`config.mk`:
```
export PLATFORM = sky130hd
export DESIGN_NAME = parity_frame_tx_flat
export DESIGN_NICKNAME = d
export VERILOG_FILES = /design/src/rtl/parity_pkg.sv /design/src/rtl/parity_frame_tx_if.sv /design/src/rtl/baud_tick.sv /design/src/rtl/parity_frame_tx.sv /design/src/flat_wrapper.sv
export SDC_FILE = /design/constraint.sdc
export NUM_CORES = 1
export LEC_CHECK = 0
export CAP_MARGIN = 20
export CORE_MARGIN = 2
export CORE_UTILIZATION = 55
export DETAILED_ROUTE_END_ITERATION = 6
export PLACE_DENSITY = 0.82
export SETUP_SLACK_MARGIN = 0.02
export SYNTH_ARGS = -nofsm -noshare
export SYNTH_HDL_FRONTEND = slang
export SYNTH_SLANG_ARGS = --single-unit
```
`constraint.sdc`:
```
create_clock -name clk -period 3 [get_ports clk]
set_clock_uncertainty 0.2 [all_clocks]
set_input_delay 0.6 -clock clk [delete_from_list [all_inputs] [get_ports clk]]
set_output_delay 0.6 -clock clk [all_outputs]
set_load 0.1 [all_outputs]
```
`src/rtl/parity_pkg.sv`:
```
// Shared constants for the parity generator / checker / frame transmitter family.
package parity_pkg;

  // Frame transmitter FSM encodings
  localparam logic [2:0] ST_IDLE   = 3'd0;
  localparam logic [2:0] ST_START  = 3'd1;
  localparam logic [2:0] ST_DATA   = 3'd2;
  localparam logic [2:0] ST_PARITY = 3'd3;
  localparam logic [2:0] ST_STOP   = 3'd4;

  // Start + 8 data + parity + stop
  localparam int FRAME_BITS = 11;
  localparam int DATA_W     = 8;

  // Parity mode select shared with parity_gen / parity_chk
  localparam logic PAR_EVEN = 1'b0;
  localparam logic PAR_ODD  = 1'b1;

endpackage

```
`src/rtl/parity_frame_tx_if.sv`:
```
// Request/serial-line bundle between the parity source and the frame transmitter.
interface parity_frame_tx_if;
  import parity_pkg::*;

  logic              start;
  logic [DATA_W-1:0] a;
  logic              p;
  logic              tx;
  logic              busy;
  logic              done;

  modport master (output start, a, p, input tx, busy, done);
  modport slave  (input start, a, p, output tx, busy, done);

endinterface

```
`src/rtl/baud_tick.sv`:
```
// Bit-period timer: counts 0..CLKS_PER_BIT-1 while enabled, tick on terminal count.
module baud_tick #(
  parameter int CLKS_PER_BIT = 4
) (
  input  logic clk,
  input  logic rst,
  input  logic en,
  output logic tick
);

  localparam int            CW   = (CLKS_PER_BIT > 1) ? $clog2(CLKS_PER_BIT) : 1;
  localparam logic [CW-1:0] TERM = CW'(CLKS_PER_BIT - 1);

  logic [CW-1:0] cnt;

  // Free-running bit counter, held at zero whenever the transmitter is idle
  always_ff @(posedge clk or posedge rst) begin
    if (rst) begin
      cnt <= '0;
    end else if (!en || (cnt == TERM)) begin
      cnt <= '0;
    end else begin
      cnt <= cnt + 1'b1;
    end
  end

  assign tick = en && (cnt == TERM);

endmodule

```
`src/rtl/parity_frame_tx.sv`:
```
// Serial frame transmitter: start, 8 data bits LSB first, parity, stop.
module parity_frame_tx
  import parity_pkg::*;
#(
  parameter int CLKS_PER_BIT = 4
) (
  input  logic               clk,
  input  logic               rst,
  parity_frame_tx_if.slave   bus
);

  logic [2:0]        state;
  logic [2:0]        bit_cnt;
  logic [DATA_W-1:0] shift;
  logic              par;
  logic              tx_q;
  logic              done_q;
  logic              tick;
  logic              busy_w;

  assign busy_w = (state != ST_IDLE);

  baud_tick #(.CLKS_PER_BIT(CLKS_PER_BIT)) u_tick (
    .clk  (clk),
    .rst  (rst),
    .en   (busy_w),
    .tick (tick)
  );

  // Control FSM; tx is loaded with the value of the state being entered so the line is a clean flop output
  always_ff @(posedge clk or posedge rst) begin
    if (rst) begin
      state   <= ST_IDLE;
      bit_cnt <= 3'd0;
      tx_q    <= 1'b1;
      done_q  <= 1'b0;
    end else begin
      done_q <= 1'b0;
      case (state)
        ST_IDLE: begin
          if (bus.start) begin
            state   <= ST_START;
            bit_cnt <= 3'd0;
            tx_q    <= 1'b0;
          end
        end
        ST_START: begin
          if (tick) begin
            state <= ST_DATA;
            tx_q  <= shift[0];
          end
        end
        ST_DATA: begin
          if (tick) begin
            if (bit_cnt == 3'd7) begin
              state <= ST_PARITY;
              tx_q  <= par;
            end else begin
              bit_cnt <= bit_cnt + 3'd1;
              tx_q    <= shift[1];
            end
          end
        end
        ST_PARITY: begin
          if (tick) begin
            state <= ST_STOP;
            tx_q  <= 1'b1;
          end
        end
        ST_STOP: begin
          if (tick) begin
            state  <= ST_IDLE;
            tx_q   <= 1'b1;
            done_q <= 1'b1;
          end
        end
        default: begin
          state <= ST_IDLE;
          tx_q  <= 1'b1;
        end
      endcase
    end
  end

  // Data capture on frame acceptance, then shift right once per data-bit tick
  always_ff @(posedge clk) begin
    if ((state == ST_IDLE) && bus.start) begin
      shift <= bus.a;
      par   <= bus.p;
    end else if ((state == ST_DATA) && tick && (bit_cnt != 3'd7)) begin
      shift <= shift >> 1;
    end
  end

  assign bus.tx   = tx_q;
  assign bus.busy = busy_w;
  assign bus.done = done_q;

endmodule

```
`src/flat_wrapper.sv`:
```
// flat-port wrapper written by rule: the top's interface ports become plain ports
module parity_frame_tx_flat import parity_pkg::*;
#(
  parameter int CLKS_PER_BIT = 4
)
  (clk, rst, bus_start, bus_a, bus_p, bus_tx, bus_busy, bus_done);
  parity_frame_tx_if bus_i ();
  input  logic clk;
  input  logic rst;
  input wire logic [$bits(bus_i.start)-1:0] bus_start;
  input wire logic [$bits(bus_i.a)-1:0] bus_a;
  input wire logic [$bits(bus_i.p)-1:0] bus_p;
  output wire logic [$bits(bus_i.tx)-1:0] bus_tx;
  output wire logic [$bits(bus_i.busy)-1:0] bus_busy;
  output wire logic [$bits(bus_i.done)-1:0] bus_done;
  assign bus_i.start = bus_start;
  assign bus_i.a = bus_a;
  assign bus_i.p = bus_p;
  assign bus_tx = bus_i.tx;
  assign bus_busy = bus_i.busy;
  assign bus_done = bus_i.done;
  parity_frame_tx #(.CLKS_PER_BIT(CLKS_PER_BIT)) u_core (.clk(clk), .rst(rst), .bus(bus_i));
endmodule
```
### Word level (Yosys, flattened, before mapping)

Index checks and enable logic that the tools add are counted.
W data, S select, Z words.

* equal/unequal tests: 15
* $add $sub $neg: 2
* mux-type cells: 22
* reduce and logical (&&, ||, !) cells: 14

Operators with widths (number)
* $mux W3: 9
* $mux W8: 2
* $pmux W3 S5: 1
* $ne A2 B1 Y1 const B: 6
* $reduce_and A4 Y1: 2
* $mux W1: 7
* $eq A3 B2 Y1 const B: 2
* $eq A3 B3 Y1 const B: 2
* $pmux W3 S2: 1
* $reduce_and A6 Y1: 1
* $logic_and A1 B1 Y1: 4
* $ne A2 B2 Y1 const B: 2
* $pmux W1 S4: 1
* $reduce_bool A2 Y1: 2
* $add A3 B1 Y3 const B: 1
* $eq A3 B1 Y1 const B: 1
* $logic_not A3 Y1: 1
* $ne A3 B3 Y1 const B: 1
* $reduce_bool A3 Y1: 1
* $add A2 B1 Y2 const B: 1
* $eq A2 B2 Y1 const B: 1
* $mux W2: 1
* $reduce_or A2 Y1: 1
* $logic_not A1 Y1: 1
* $logic_or A1 B1 Y1: 1

* output and inout bits: 3
* bits of input ports: 12
* word-level logic and storage cells: 60
* bits in registers: 19

### Longest topological paths before layout

Gate-level depths: netlist (run 1).

* depth in word-level cells: 6
* mapped depth: 5
* gate-level depth less buffers: 5

### Cells and area by module

From an unflattened synthesis (run 1), not the netlist that was laid out.

* cell total of the unflattened synthesis: 74
* area, all modules: 972.2 um^2

By module, submodules not included
* parity_frame_tx: times used 1, cells each 67, sequential area each 471.7 um^2, area an instance 877.1 um^2
* baud_tick: times used 1, cells each 7, sequential area each 50.0 um^2, area an instance 95.1 um^2

### Worst setup path after synthesis (run 1)

No wires, ideal clock.

* path type: register to output
* start point: register u_core.state[0]
* end point: output port bus_busy
* data arrival time: 1191 ps
* path buffers: 1
* setup slack: 1009 ps
* stages on the path, launching flop included: 4
* data required time: 2200 ps
* cell sequence: dfrtp_1 buf_6 nor3_1 inv_1

* longest elaborated chain between the ends: 1

Ends and longest elaborated chain
* start, declared: RTL line parity_frame_tx.sv:12 `logic [2:0] state;`
* start signal, assigned: RTL line parity_frame_tx.sv:33 `state <= ST_IDLE;`
* start signal, assigned: RTL line parity_frame_tx.sv:42 `state <= ST_START;`
* start signal, assigned: RTL line parity_frame_tx.sv:49 `state <= ST_DATA;`
* $reduce_bool A3 Y1: RTL line parity_frame_tx.sv:21 `assign busy_w = (state != ST_IDLE);`
* end, declared: RTL line flat_wrapper.sv:14 `output wire logic [$bits(bus_i.busy)-1:0] bus_busy;`

Every way passes these cells.

### Worst setup path after layout (run 1)

Same ends and word-level chain as after synthesis.

==> results of run 1 <==
where the power goes:
| part | internal, mW | switching (mW) | total [mW] |
|---|---|---|---|
| clock | 0.0497 | 0.0815 | 0.131 |
| sequential | 0.308 | 0.0184 | 0.326 |
| combinational | 0.0704 | 0.0968 | 0.167 |
| total | 0.428 | 0.197 | 0.624 |
flip-flops by register name, summed over array words and instances (netlist names):
name               flops
u_core.bus.done        1
u_core.bus.tx          1
u_core.par             1
u_core.u_tick.cnt      2
u_core.bit_cnt         3
u_core.state           3
u_core.shift           8
kinds of logic after synthesis:
logic type	synth area share, %
AO/OA/AOI/OAI	7.14
XOR/XNOR	0.944
adder cells (fa/ha/maj)	4.04
buffers and inverters	6.06
flip-flops	56.2
multiplexers	15.6
AND/OR/NAND/NOR	9.97
metrics by stage:
stage | instances | setup WS [ps] | instance area [um^2]
global route | 98 | 646 | 1080
finish | 98 | 725 | 1080
floorplan | 66 | 1010 | 928
CTS | 98 | 720 | 1080
global placement | 94 | 570 | 1050
detailed placement | 94 | 556 | 1050
path summary, 6_finish.rpt:
kind | start | end | slack (ps)
min in group asynchronous | rst | u_core.bus.done | 360
worst max register to register | u_core.state[0] | u_core.shift[6] | 1050
max in group asynchronous | rst | u_core.bus.tx | 1910
worst min-delay path | u_core.u_tick.cnt[0] | u_core.u_tick.cnt[0] | 250
worst min register to register | u_core.u_tick.cnt[0] | u_core.u_tick.cnt[0] | 250
worst max-delay path | u_core.state[0] | bus_busy | 730
layer usage:
metal | vias to the layer above | share of wire (%) | GRT usage, %
met3 | 2 | 4.5 | 3.60
met1 | 242 | 44 | 19.2
met2 | 14 | 49 | 26.3
li1 | 266 | - | -
met4 | 0 | 1.8 | 7.06
met5 | - | 0 | 0
final cells by class:
class	instances	area, um^2	share of cell area [%]
clock inverters	1	5.00	0.462
repair buffers	15	140	12.9
flip-flops and latches	19	522	48.2
clock buffers	3	22.5	2.08
multi-input cells	38	350	32.4
well taps	16	20.0	1.85
inverters	6	22.5	2.08
cell usage in the layout (no fill, tap or decap), types with 2 or more instances in the layout:
| cell | netlist | layout |
|---|---|---|
| nor2_1 | 4 | 4 |
| ha_1 | 3 | 3 |
| nand2_1 | 2 | 2 |
| inv_1 | 6 | 6 |
| edfxtp_1 | 9 | 9 |
| clkbuf_4 | 0 | 3 |
| nor3_1 | 2 | 2 |
| buf_4 | 0 | 4 |
| mux2i_1 | 4 | 4 |
| mux2_2 | 8 | 8 |
| clkdlybuf4s50_1 | 0 | 11 |
| dfrtp_1 | 9 | 9 |
| a22o_2 | 2 | 2 |
==> qor.txt, run 1 <==
CTS tree: yes
Hold Buf Count CTS: 0
total negative slack: 0 ps
Main synth FF type: edfxtp_1
max-slew violations: 0
filler cell count: 120
vias in the first global route: 540
Die Span Y: 45.1 um
syn avg cell area: 14.1 um^2
data arrival time of the critical path: 1470 ps
Max Freq: 0.440 GHz
Tcrit/Tclk final: 75.8%
# diodes: 0
Yosys warnings: 0
# setup viols final: 0
CP max stage delay: 500 ps
CTS sink cnt: 19
endpoints failing hold: 0
Setup crit start kind: flip-flop
# Max-Cap Violations: 0
relative slew slack: 73.4%
worst reg2reg path depth: 3
Reg clk slew, reported paths: 110 ps
final core utilization: 70.2%
number of DRC markers in iteration 0: 11
status: completed
routed wire length per instance: 13.3 um
net count after synthesis: 81
Async SR Flop Fraction: 52.6%
Syn Inst Count: 66
nets: 98
commonest cells in the netlist: dfrtp_1 (9), edfxtp_1 (9), mux2_2 (8)
Ports: 15
slew at the pin with the worst max-slew slack: 398 ps
Port-buffer cells: 14
1st-pass router iterations: 4
cells along the critical path: nor3_1 -> inv_1 -> buf_4
Hold Crit Depth: 1
Worst path depth: 3
largest net degree at the start of global routing: 12
CP delay by family, top: flip-flops
Worst VDD drop: 0.335 mV
core box area: 1540 um^2
post-synth top area cell: edfxtp_1
DRC: 0
all-layer global routing usage: 15.7%
routability congestion estimate: 0.786
Post-synth EDFFs: 9
Syn-to-layout area delta: 16.6%
critical path type: flip-flop to output pin
worst-skew pair later-pin latency: 300 ps
Synth top area share: 29.1%
Die Span X: 45.1 um
Initial Util: 60.2%
Remaining Overflow, GRT: 0
Syn Std Cell Area: 928 um^2
CP Data Required Time: 2200 ps
post-cts resize count: 0
CTS max path bufs: 2
CP max FO: 9
cts bufs inserted: 3
H-Tree Depth: 1
part of the Yosys area used for sequential elements: 56.2%
flops & latches, synth: 19
CP max stage cell: dfrtp_1
row count: 14
via count: 524
post-route ant nets: 0
Crit. End Element: output pin
leakage power: 0.463 nW
share of cells above drive strength 1: 28.0%
distinct cell type count after synthesis: 25
DR vias/cell: 5.35
minimum clock period: 2270 ps
global-route wire length before repair: 2230 um
die area: 2030 um^2
WP buf/inv: 2
initial antenna violation count: 0
Worst Hold Class: flip-flop to flip-flop
Min Hold Slack: 247 ps
WL final: 1300 um
DP HPWL: 1000 um
# Post-CTS Setup Buffers: 0
Pwr Total: 0.624 mW
clock root cell: clkbuf_4
Power per Cell Area: 577 nW/um^2
RSZ-0062 raised after global routing: false
top post-synthesis cells by area: edfxtp_1 (29%), dfrtp_1 (24%), mux2_2 (9.7%)
Power figures use the tool's default switching activity.
==> run 2, diff against run 1 <==
--- a/config.mk
+++ b/config.mk
@@ -7,9 +7,9 @@
 export LEC_CHECK = 0
 export CAP_MARGIN = 20
 export CORE_MARGIN = 2
-export CORE_UTILIZATION = 55
+export CORE_UTILIZATION = 51
 export DETAILED_ROUTE_END_ITERATION = 6
-export PLACE_DENSITY = 0.82
+export PLACE_DENSITY = 0.77
 export SETUP_SLACK_MARGIN = 0.02
 export SYNTH_ARGS = -nofsm -noshare
 export SYNTH_HDL_FRONTEND = slang
==> constraint.sdc (replaced) <==
create_clock -name clk -period 2.1 [get_ports clk]
set_clock_uncertainty 0.2 [all_clocks]
set_input_delay 0.42 -clock clk [delete_from_list [all_inputs] [get_ports clk]]
set_output_delay 0.42 -clock clk [all_outputs]
set_load 0.1 [all_outputs]
==> qor.txt, run 2 (synthesis results as in run 1) <==
status: completed
data arrival time of the critical path: 1320 ps
cells along the critical path: nor3_2 -> inv_1 -> buf_12
Worst Setup EP: bus_busy
Initial Util: 53.8%
CP max FO: 9
CP delay by family, top: flip-flops
CTS max path bufs: 2
largest net degree at the start of global routing: 11
routed wire length per instance: 12.2 um
endpoints failing hold: 0
worst-skew pair later-pin latency: 280 ps
CTS tree: yes
RSZ-0062 raised after global routing: false
share of cells above drive strength 1: 31.0%
relative slew slack: 75.2%
dpl cells: 105
row count: 15
# Max-Cap Violations: 0
Power per Cell Area: 807 nW/um^2
via count: 542
CP startpoint: u_core.state[0]
Tcrit/Tclk final: 92.5%
cell internal pwr: 0.645 mW
worst reg2reg path depth: 6
final core utilization: 65.9%
Ports: 15
max-slew violations: 0
die area: 2180 um^2
CP max stage cell: dfrtp_2
Clock power frac: 19.0%
Die Span X: 46.7 um
Die Span Y: 46.7 um
Worst VDD drop: 0.455 mV
P_sw: 0.273 mW
Syn-to-layout area delta: 22.6%
filler cell count: 138
initial antenna violation count: 0
# setup viols final: 0
cts bufs inserted: 3
# Post-CTS Setup Buffers: 0
core box area: 1730 um^2
Comb power frac: 29.7%
DR vias/cell: 4.97
Reg clk slew, reported paths: 100 ps
largest registers: u_core.shift: 8 flops, u_core.bit_cnt: 3 flops, u_core.state: 3 flops
clock root cell: clkbuf_4
Worst path depth: 3
r2r startpoint: u_core.bit_cnt[0]
DP HPWL: 1020 um
commonest cells after routing, fill and taps aside: clkdlybuf4s50_1 (11), edfxtp_1 (9), mux2_2 (8), dfrtp_1 (8), inv_1 (6)
Largest register FFs: 8
post-route ant nets: 0
CP max stage delay: 490 ps
Crit. End Element: output pin
most flop-heavy register: u_core.shift
share of power burned in registers: 51.2%
global-route wire length before repair: 2300 um
leakage power: 0.479 nW
most common cell after layout, fill and taps aside: clkdlybuf4s50_1
all-layer global routing usage: 15.3%
CP Data Required Time: 1480 ps
Pwr Total: 0.918 mW
WL final: 1330 um
# diodes: 0
Setup crit start kind: flip-flop
r2r endpoint: u_core.shift[0]
Reg2Reg Setup Slack: 270 ps
WP buf/inv: 2
Worst Hold Class: input port to async pin
Port-buffer cells: 14
Finished Layout Cells: 109
Remaining Overflow, GRT: 0
Switching Share: 29.7%
DRC: 0
minimum clock period: 1940 ps
number of DRC markers in iteration 0: 7
1st-pass router iterations: 4
CTS sink cnt: 19
nets: 100
slew at the pin with the worst max-slew slack: 372 ps
critical path type: flip-flop to output pin
vias in the first global route: 570
routability congestion estimate: 0.768
H-Tree Depth: 1
Max Freq: 0.515 GHz
[run 2: changes by cell type in the layout (fill, tap and decap cells not counted), sizes merged]
| cell | previous run | this run |
|---|---|---|
| buf | 4 | 6 |
| clkbuf | 3 | 4 |
| clkinv | 1 | 0 |
[run 2: per-stage QoR]
stage / hold WS [ps] / setup WS (ps) / TNS [ps] / area [um^2]
after floorplan: 59.5 / 289 / 0 / 928
after global placement: 228 / -16.1 / -103 / 1110
after detailed placement: 239 / -25.3 / -93.8 / 1110
after CTS: 201 / 95.1 / 0 / 1140
after global routing: 208 / 54.1 / 0 / 1140
final: 194 / 158 / 0 / 1140
[run 2: worst min-delay path by stage]
stage                               from                   end  slack (ps)  cells after the start
CTS                                  rst       u_core.bus.done         200                      2
global route                         rst  u_core.u_tick.cnt[1]         210                      2
global placement    u_core.u_tick.cnt[0]  u_core.u_tick.cnt[0]         230                      1
finish                               rst     u_core.bit_cnt[1]         190                      2
floorplan                            rst     u_core.bit_cnt[0]          60                      1
detailed placement  u_core.u_tick.cnt[0]  u_core.u_tick.cnt[0]         240                      1
[run 2: routing by layer]
layer	track usage (%)	routed length [um]
met5	0	0
met4	7.22	12
met3	3.92	45
met2	25.0	677
met1	18.7	593
[run 2: what timing repair did]
action,in CTS,in global routing
pin swaps,0,0
resized for setup,1,1
hold buffers,0,0
endpoints found under the setup margin,1,1
[run 2: power groups by stage]
stage	sequential (mW)	combinational [mW]	clock, mW
3_3_place_gp	0.475	0.269	0
2_1_floorplan	0.488	0.180	0
4_1_cts	0.470	0.276	0.180
3_5_place_dp	0.476	0.274	0
6_report	0.471	0.273	0.175
5_1_grt	0.475	0.298	0.203
[run 2: final cells by class]
cell class / instances / area (um^2) / share of cell area (%)
sequential: 19 / 523 / 45.9
multi-input combinational: 38 / 355 / 31.2
timing repair buffer: 17 / 180 / 15.8
tap: 25 / 31.3 / 2.75
clock buffer: 4 / 26.3 / 2.31
inverter: 6 / 22.5 / 1.98
==> run 3, diff against run 2 <==
--- a/config.mk
+++ b/config.mk
@@ -9,6 +9,8 @@
 export CORE_MARGIN = 2
 export CORE_UTILIZATION = 51
 export DETAILED_ROUTE_END_ITERATION = 6
+export GPL_ROUTABILITY_DRIVEN = 0
+export GPL_TIMING_DRIVEN = 0
 export PLACE_DENSITY = 0.77
 export SETUP_SLACK_MARGIN = 0.02
 export SYNTH_ARGS = -nofsm -noshare
==> constraint.sdc (replaced) <==
create_clock -name clk -period 1.9 [get_ports clk]
set_clock_uncertainty 0.2 [all_clocks]
set_input_delay 0.38 -clock clk [delete_from_list [all_inputs] [get_ports clk]]
set_output_delay 0.38 -clock clk [all_outputs]
set_load 0.1 [all_outputs]
==> qor.txt, run 3 (synthesis results as in run 1) <==
share of cells above drive strength 1: 40.2%
minimum clock period: 1840 ps
dpl cell area: 1100 um^2
via count: 568
filler cell count: 137
# setup viols final: 0
1st-pass router iterations: 3
worst-skew pair later-pin latency: 300 ps
clock root cell: clkbuf_4
DP HPWL: 1050 um
H-Tree Depth: 1
Initial Util: 53.8%
initial antenna violation count: 0
Reg2Reg Setup Slack: 120 ps
# Max-Cap Violations: 0
CP Data Required Time: 1320 ps
worst reg2reg path depth: 4
DRC: 0
most common cell after layout, fill and taps aside: clkdlybuf4s50_1
cell area after layout: 1180 um^2
core box area: 1730 um^2
r2r endpoint: u_core.shift[6]
RSZ-0062 raised after global routing: true
all-layer global routing usage: 16.2%
number of DRC markers in iteration 0: 2
Die Span Y: 46.7 um
Worst Hold Class: input port to async pin
nets: 103
DR vias/cell: 5.07
critical path type: flip-flop to output pin
WL final: 1420 um
CTS max path bufs: 2
commonest cells after routing, fill and taps aside: clkdlybuf4s50_1 (11), edfxtp_1 (9), mux2_2 (8), dfrtp_1 (8)
leakage power: 0.482 nW
CP startpoint: u_core.state[2]
global-route wire length before repair: 2370 um
Setup crit start kind: flip-flop
setup ws final: 62.5 ps
Post-Place Worst Slack: -520 ps
largest net degree at the start of global routing: 12
CTS tree: yes
row count: 15
Die Span X: 46.7 um
routed wire length per instance: 12.6 um
vias in the first global route: 545
CTS sink cnt: 19
Max Freq: 0.544 GHz
status: completed
endpoints failing hold: 0
Largest register FFs: 8
largest registers: u_core.shift: 8 flops, u_core.bit_cnt: 3 flops, u_core.state: 3 flops
Remaining Overflow, GRT: 0
data arrival time of the critical path: 1260 ps
Finished Layout Cells: 112
Port-buffer cells: 14
cts bufs inserted: 3
Reg clk slew, reported paths: 110 ps
Tcrit/Tclk final: 96.7%
Crit. End Element: output pin
max-slew violations: 0
CP max FO: 5
Syn-to-layout area delta: 27.1%
r2r startpoint: u_core.state[0]
Worst VDD drop: 0.610 mV
# diodes: 0
dpl cells: 105
slew at the pin with the worst max-slew slack: 542 ps
post-route ant nets: 0
Power per Cell Area: 865 nW/um^2
Ports: 15
die area: 2180 um^2
relative slew slack: 64.1%
most flop-heavy register: u_core.shift
## run 3: through the flow
step | TNS, ps | util, % | hold slack [ps] | power [mW]
after floorplan | 0 | - | 19.5 | 0.739
after global placement | -3750 | 63.7 | 230 | 0.801
after detailed placement | -3860 | 63.7 | 240 | 0.809
after CTS | 0 | 66.0 | 162 | 1.02
after global routing | 0 | 68.3 | 189 | 1.07
final | 0 | 68.3 | 156 | 1.02
## run 3: area by class of cell
| type | instances | area, um^2 | share of cell area (%) |
|---|---|---|---|
| sequential | 19 | 523 | 44.3 |
| tap | 25 | 31.3 | 2.65 |
| timing repair buffer | 17 | 169 | 14.3 |
| inverter | 6 | 26.3 | 2.23 |
| clock inverter | 1 | 5.00 | 0.424 |
| buffer | 3 | 33.8 | 2.86 |
| multi-input combinational | 38 | 369 | 31.3 |
| clock buffer | 3 | 22.5 | 1.91 |
## run 3: power by group
part           leakage, nW  switching (mW)  internal [mW]
combinational        0.252           0.175          0.140
clock               0.0177           0.123         0.0784
sequential           0.213          0.0186          0.486
total                0.482           0.317          0.704
## run 3: worst max-delay path: stages, from the launching register on
cell and delay, ps:
dfrtp_1 390, buf_6 130, nor3_4 220, inv_2 60
buf_12 160
## run 3: what timing repair did
item                                    CTS  global route
buffers inserted                          0             3
hold buffers                              0             0
endpoints found under the hold margin     0             0
pin swaps                                 0             1
resized for setup                        18             7
endpoints found under the setup margin   11             9
## run 3: layer usage
layer / share of wire, % / wire, um / global-route usage, % / vias up
li1: - / - / - / 281
met1: 41 / 584 / 18.7 / 271
met2: 54 / 760 / 27.5 / 12
met3: 3.1 / 44 / 3.92 / 4
met4: 1.9 / 27 / 8.33 / 0
met5: 0 / 0 / 0 / -
## run 3: how the worst max path moves through the flow
stage	cells past startpoint	to	slack, ps
2_1_floorplan	3	bus_busy	130
3_5_place_dp	4	bus_busy	-520
4_1_cts	4	bus_busy	20
6_report	4	bus_busy	60
5_1_grt	4	bus_busy	10
3_3_place_gp	4	bus_busy	-520
==> variant (flow settings as in run 2) <==
`CLKS_PER_BIT` is set to 4 in 3 places; all go to 16.
--- a/src/rtl/baud_tick.sv
+++ b/src/rtl/baud_tick.sv
@@ -1,6 +1,6 @@
 // Bit-period timer: counts 0..CLKS_PER_BIT-1 while enabled, tick on terminal count.
 module baud_tick #(
-  parameter int CLKS_PER_BIT = 4
+  parameter int CLKS_PER_BIT = 16
 ) (
   input  logic clk,
   input  logic rst,
--- a/src/rtl/parity_frame_tx.sv
+++ b/src/rtl/parity_frame_tx.sv
@@ -2,7 +2,7 @@
 module parity_frame_tx
   import parity_pkg::*;
 #(
-  parameter int CLKS_PER_BIT = 4
+  parameter int CLKS_PER_BIT = 16
 ) (
   input  logic               clk,
   input  logic               rst,
--- a/src/flat_wrapper.sv
+++ b/src/flat_wrapper.sv
@@ -1,7 +1,7 @@
 // flat-port wrapper written by rule: the top's interface ports become plain ports
 module parity_frame_tx_flat import parity_pkg::*;
 #(
-  parameter int CLKS_PER_BIT = 4
+  parameter int CLKS_PER_BIT = 16
 )
   (clk, rst, bus_start, bus_a, bus_p, bus_tx, bus_busy, bus_done);
   parity_frame_tx_if bus_i ();
Check against the original RTL: not equivalent (Yosys sat finds a counterexample within 10 cycles, from zero or initial values and one cycle with rst high).
==> variant against run 2 <==
  * Final cell count rose by 23%
  * Worst setup slack worse by 80 ps
  * Utilization is 2.7 points higher
  * Wire length up 58%
  * Largest cell class unchanged
  * Fmax is 4.0% lower
  * Sequential cell count up 2
  * Die area is 19% higher
  * Cell area is 22% higher
  * Hold slack better by 1.1 ps
  * Area after synthesis up 21%
Power is not compared: it rests on default switching activity, and its combinational part moved more than twofold at a synthesized area within 25%.
==> variant: results (changes against run 2) <==
YS_TOP_CELLS_BY_COUNT='dfrtp_1, edfxtp_1, mux2_4, nor2_1'
SYNTH_CELL_TYPES=42  # +68%
YS_SEQ_AREA_SHARE_PCT=50.9  # -5.3 points
POST_ROUTE_M1_WL_UM=903  # +52%
CTS_SETUP_BUFFERS=0  # unchanged
PLACE.DETAILED.HPWL_UM=1500  # +46%
ROUTED-WL-MET3_UM=67  # +49%
FINISH.CELL_COUNT_WITHOUT_FILLERS=134  # +23%
VIA_PER_INST=5.72  # +15%
CRITICAL_PATH_SINK='bus_busy'
WORST_PATH_LARGEST_CELL_DELAY_PS=480
CLOCK_PATH_BUFFERS=2  # unchanged
SYNTHFLOPTYPE='dfrtp_1'
LAYOUT-DRIVE-GT1-SHARE_PCT=31.8  # +0.82 points
POWERSEQ_mW=0.426
MET2_TRACK_DEMAND_OVER_RESOURCE_PCT=29.7  # +4.7 points
STARTPOINT_OF_THE_MOST_CRITICAL_SETUP_PATH='u_core.state[2]'
CP.ARRIVAL_PS=1400  # +80 ps
MAXIMUM_NUMBER_OF_PINS_ON_ONE_NET_BEFORE_GLOBAL_ROUTE_REPAIR=14  # +3
CTS_RESIZED=2  # +1
FIN_TNS_SETUP_PS=0  # unchanged
GRT_FIRST_PASS_WIRELENGTH_UM=3590  # +56%
NUM-NETS-FINAL=123  # +23%
WL_MET2_UM=1090  # +60%
ENDPOINT_OF_THE_MOST_CRITICAL_REGISTER_TO_REGISTER_PATH='u_core.shift[1]'
GP_ROUTABILITY_CONGESTION=0.762  # -0.88%
GR-USAGE-MET1_PCT=24.6  # +5.9 points
POWER.SWITCHING_FRACTION_PCT=20.9
MAX_SLEW_MARGIN_PCT=70.0  # -5.2 points
CLOCK_TREE.ROOT_CELL='clkbuf_4'
INSERTION_DELAY_OF_THE_LATER_CLOCKED_PIN_IN_THE_WORST_SKEW_PAIR_PS=310  # +30 ps
OUTCOME='finished clean'
WORST_R2R_STARTPOINT='u_core.state[2]'
LARGESTREGISTERS='u_core.shift (8), u_core.u_tick.cnt (4)'
HOLDCRITPATHCLASS='primary input to asynchronous set/reset pin'
GRT.TOTAL_USAGE_PCT=18.5  # +3.2 points
SETUP.REG_TO_REG.WORST_SLACK_PS=140  # -130 ps
HIGHEST_SIGNAL_LAYER_IN_THE_ROUTED_DESIGN='met4'
CP_SLOWEST_CELL='dfrtp_2'
ASYNC_RESET_FF_SHARE_PCT=57.1  # +4.5 points
DR_ITER_0_VIOLS=4  # -3
DRT-WIRELENGTH-PER-CELL_UM=15.7  # +29%
CTS_HTREE_LEVELS=1  # unchanged
TOTAL_POWER_mW=0.654
GLOBALROUTEMET3UTIL_PCT=3.80  # -0.12 points
SYN_NETS=101  # +25%
PWR.GROUP.COMBINATIONAL_mW=0.0263
SYNTH_AREA_PER_CELL_UM2=13.1  # -7.1%
YOSYS-TOP-CELLS-AREA='dfrtp_1, edfxtp_1, mux2_4'
CP_MAX_FO=5  # -4
CTS.REPORTEDPATHS.CLKPINSLEW_PS=140  # +40 ps
GRT_PASS1_VIAS=780  # +37%
==> variant: cell families after synthesis <==
kind of cell,synth area share [%]
AO/OA/AOI/OAI,12.6
XOR/XNOR,1.56
adder cells (fa/ha/maj),3.34
buffers and inverters,6.90
flip-flops,50.9
multiplexers,12.2
AND/OR/NAND/NOR,12.5
==> variant: cell type report <==
| cell class | instances | area (um2) |
|---|---|---|
| fill | 144 | 633 |
| timing repair buffer | 25 | 256 |
| tap | 27 | 33.8 |
| multi-input combinational | 54 | 483 |
| inverter | 3 | 11.3 |
| clock inverter | 1 | 6.26 |
| sequential | 21 | 576 |
| clock buffer | 3 | 22.5 |
==> variant: per-stage QoR <==
step           hold WS (ps)  util (%)  instance area, um2  setup WS (ps)
3_5_place_dp            287      64.2                1300           83.5
2_1_floorplan          84.0         -                1120           72.6
6_report                195      68.7                1390           77.6
4_1_cts                 215      65.8                1330           33.8
3_3_place_gp            276      64.2                1300            123
5_1_grt                 255      68.7                1390           13.0
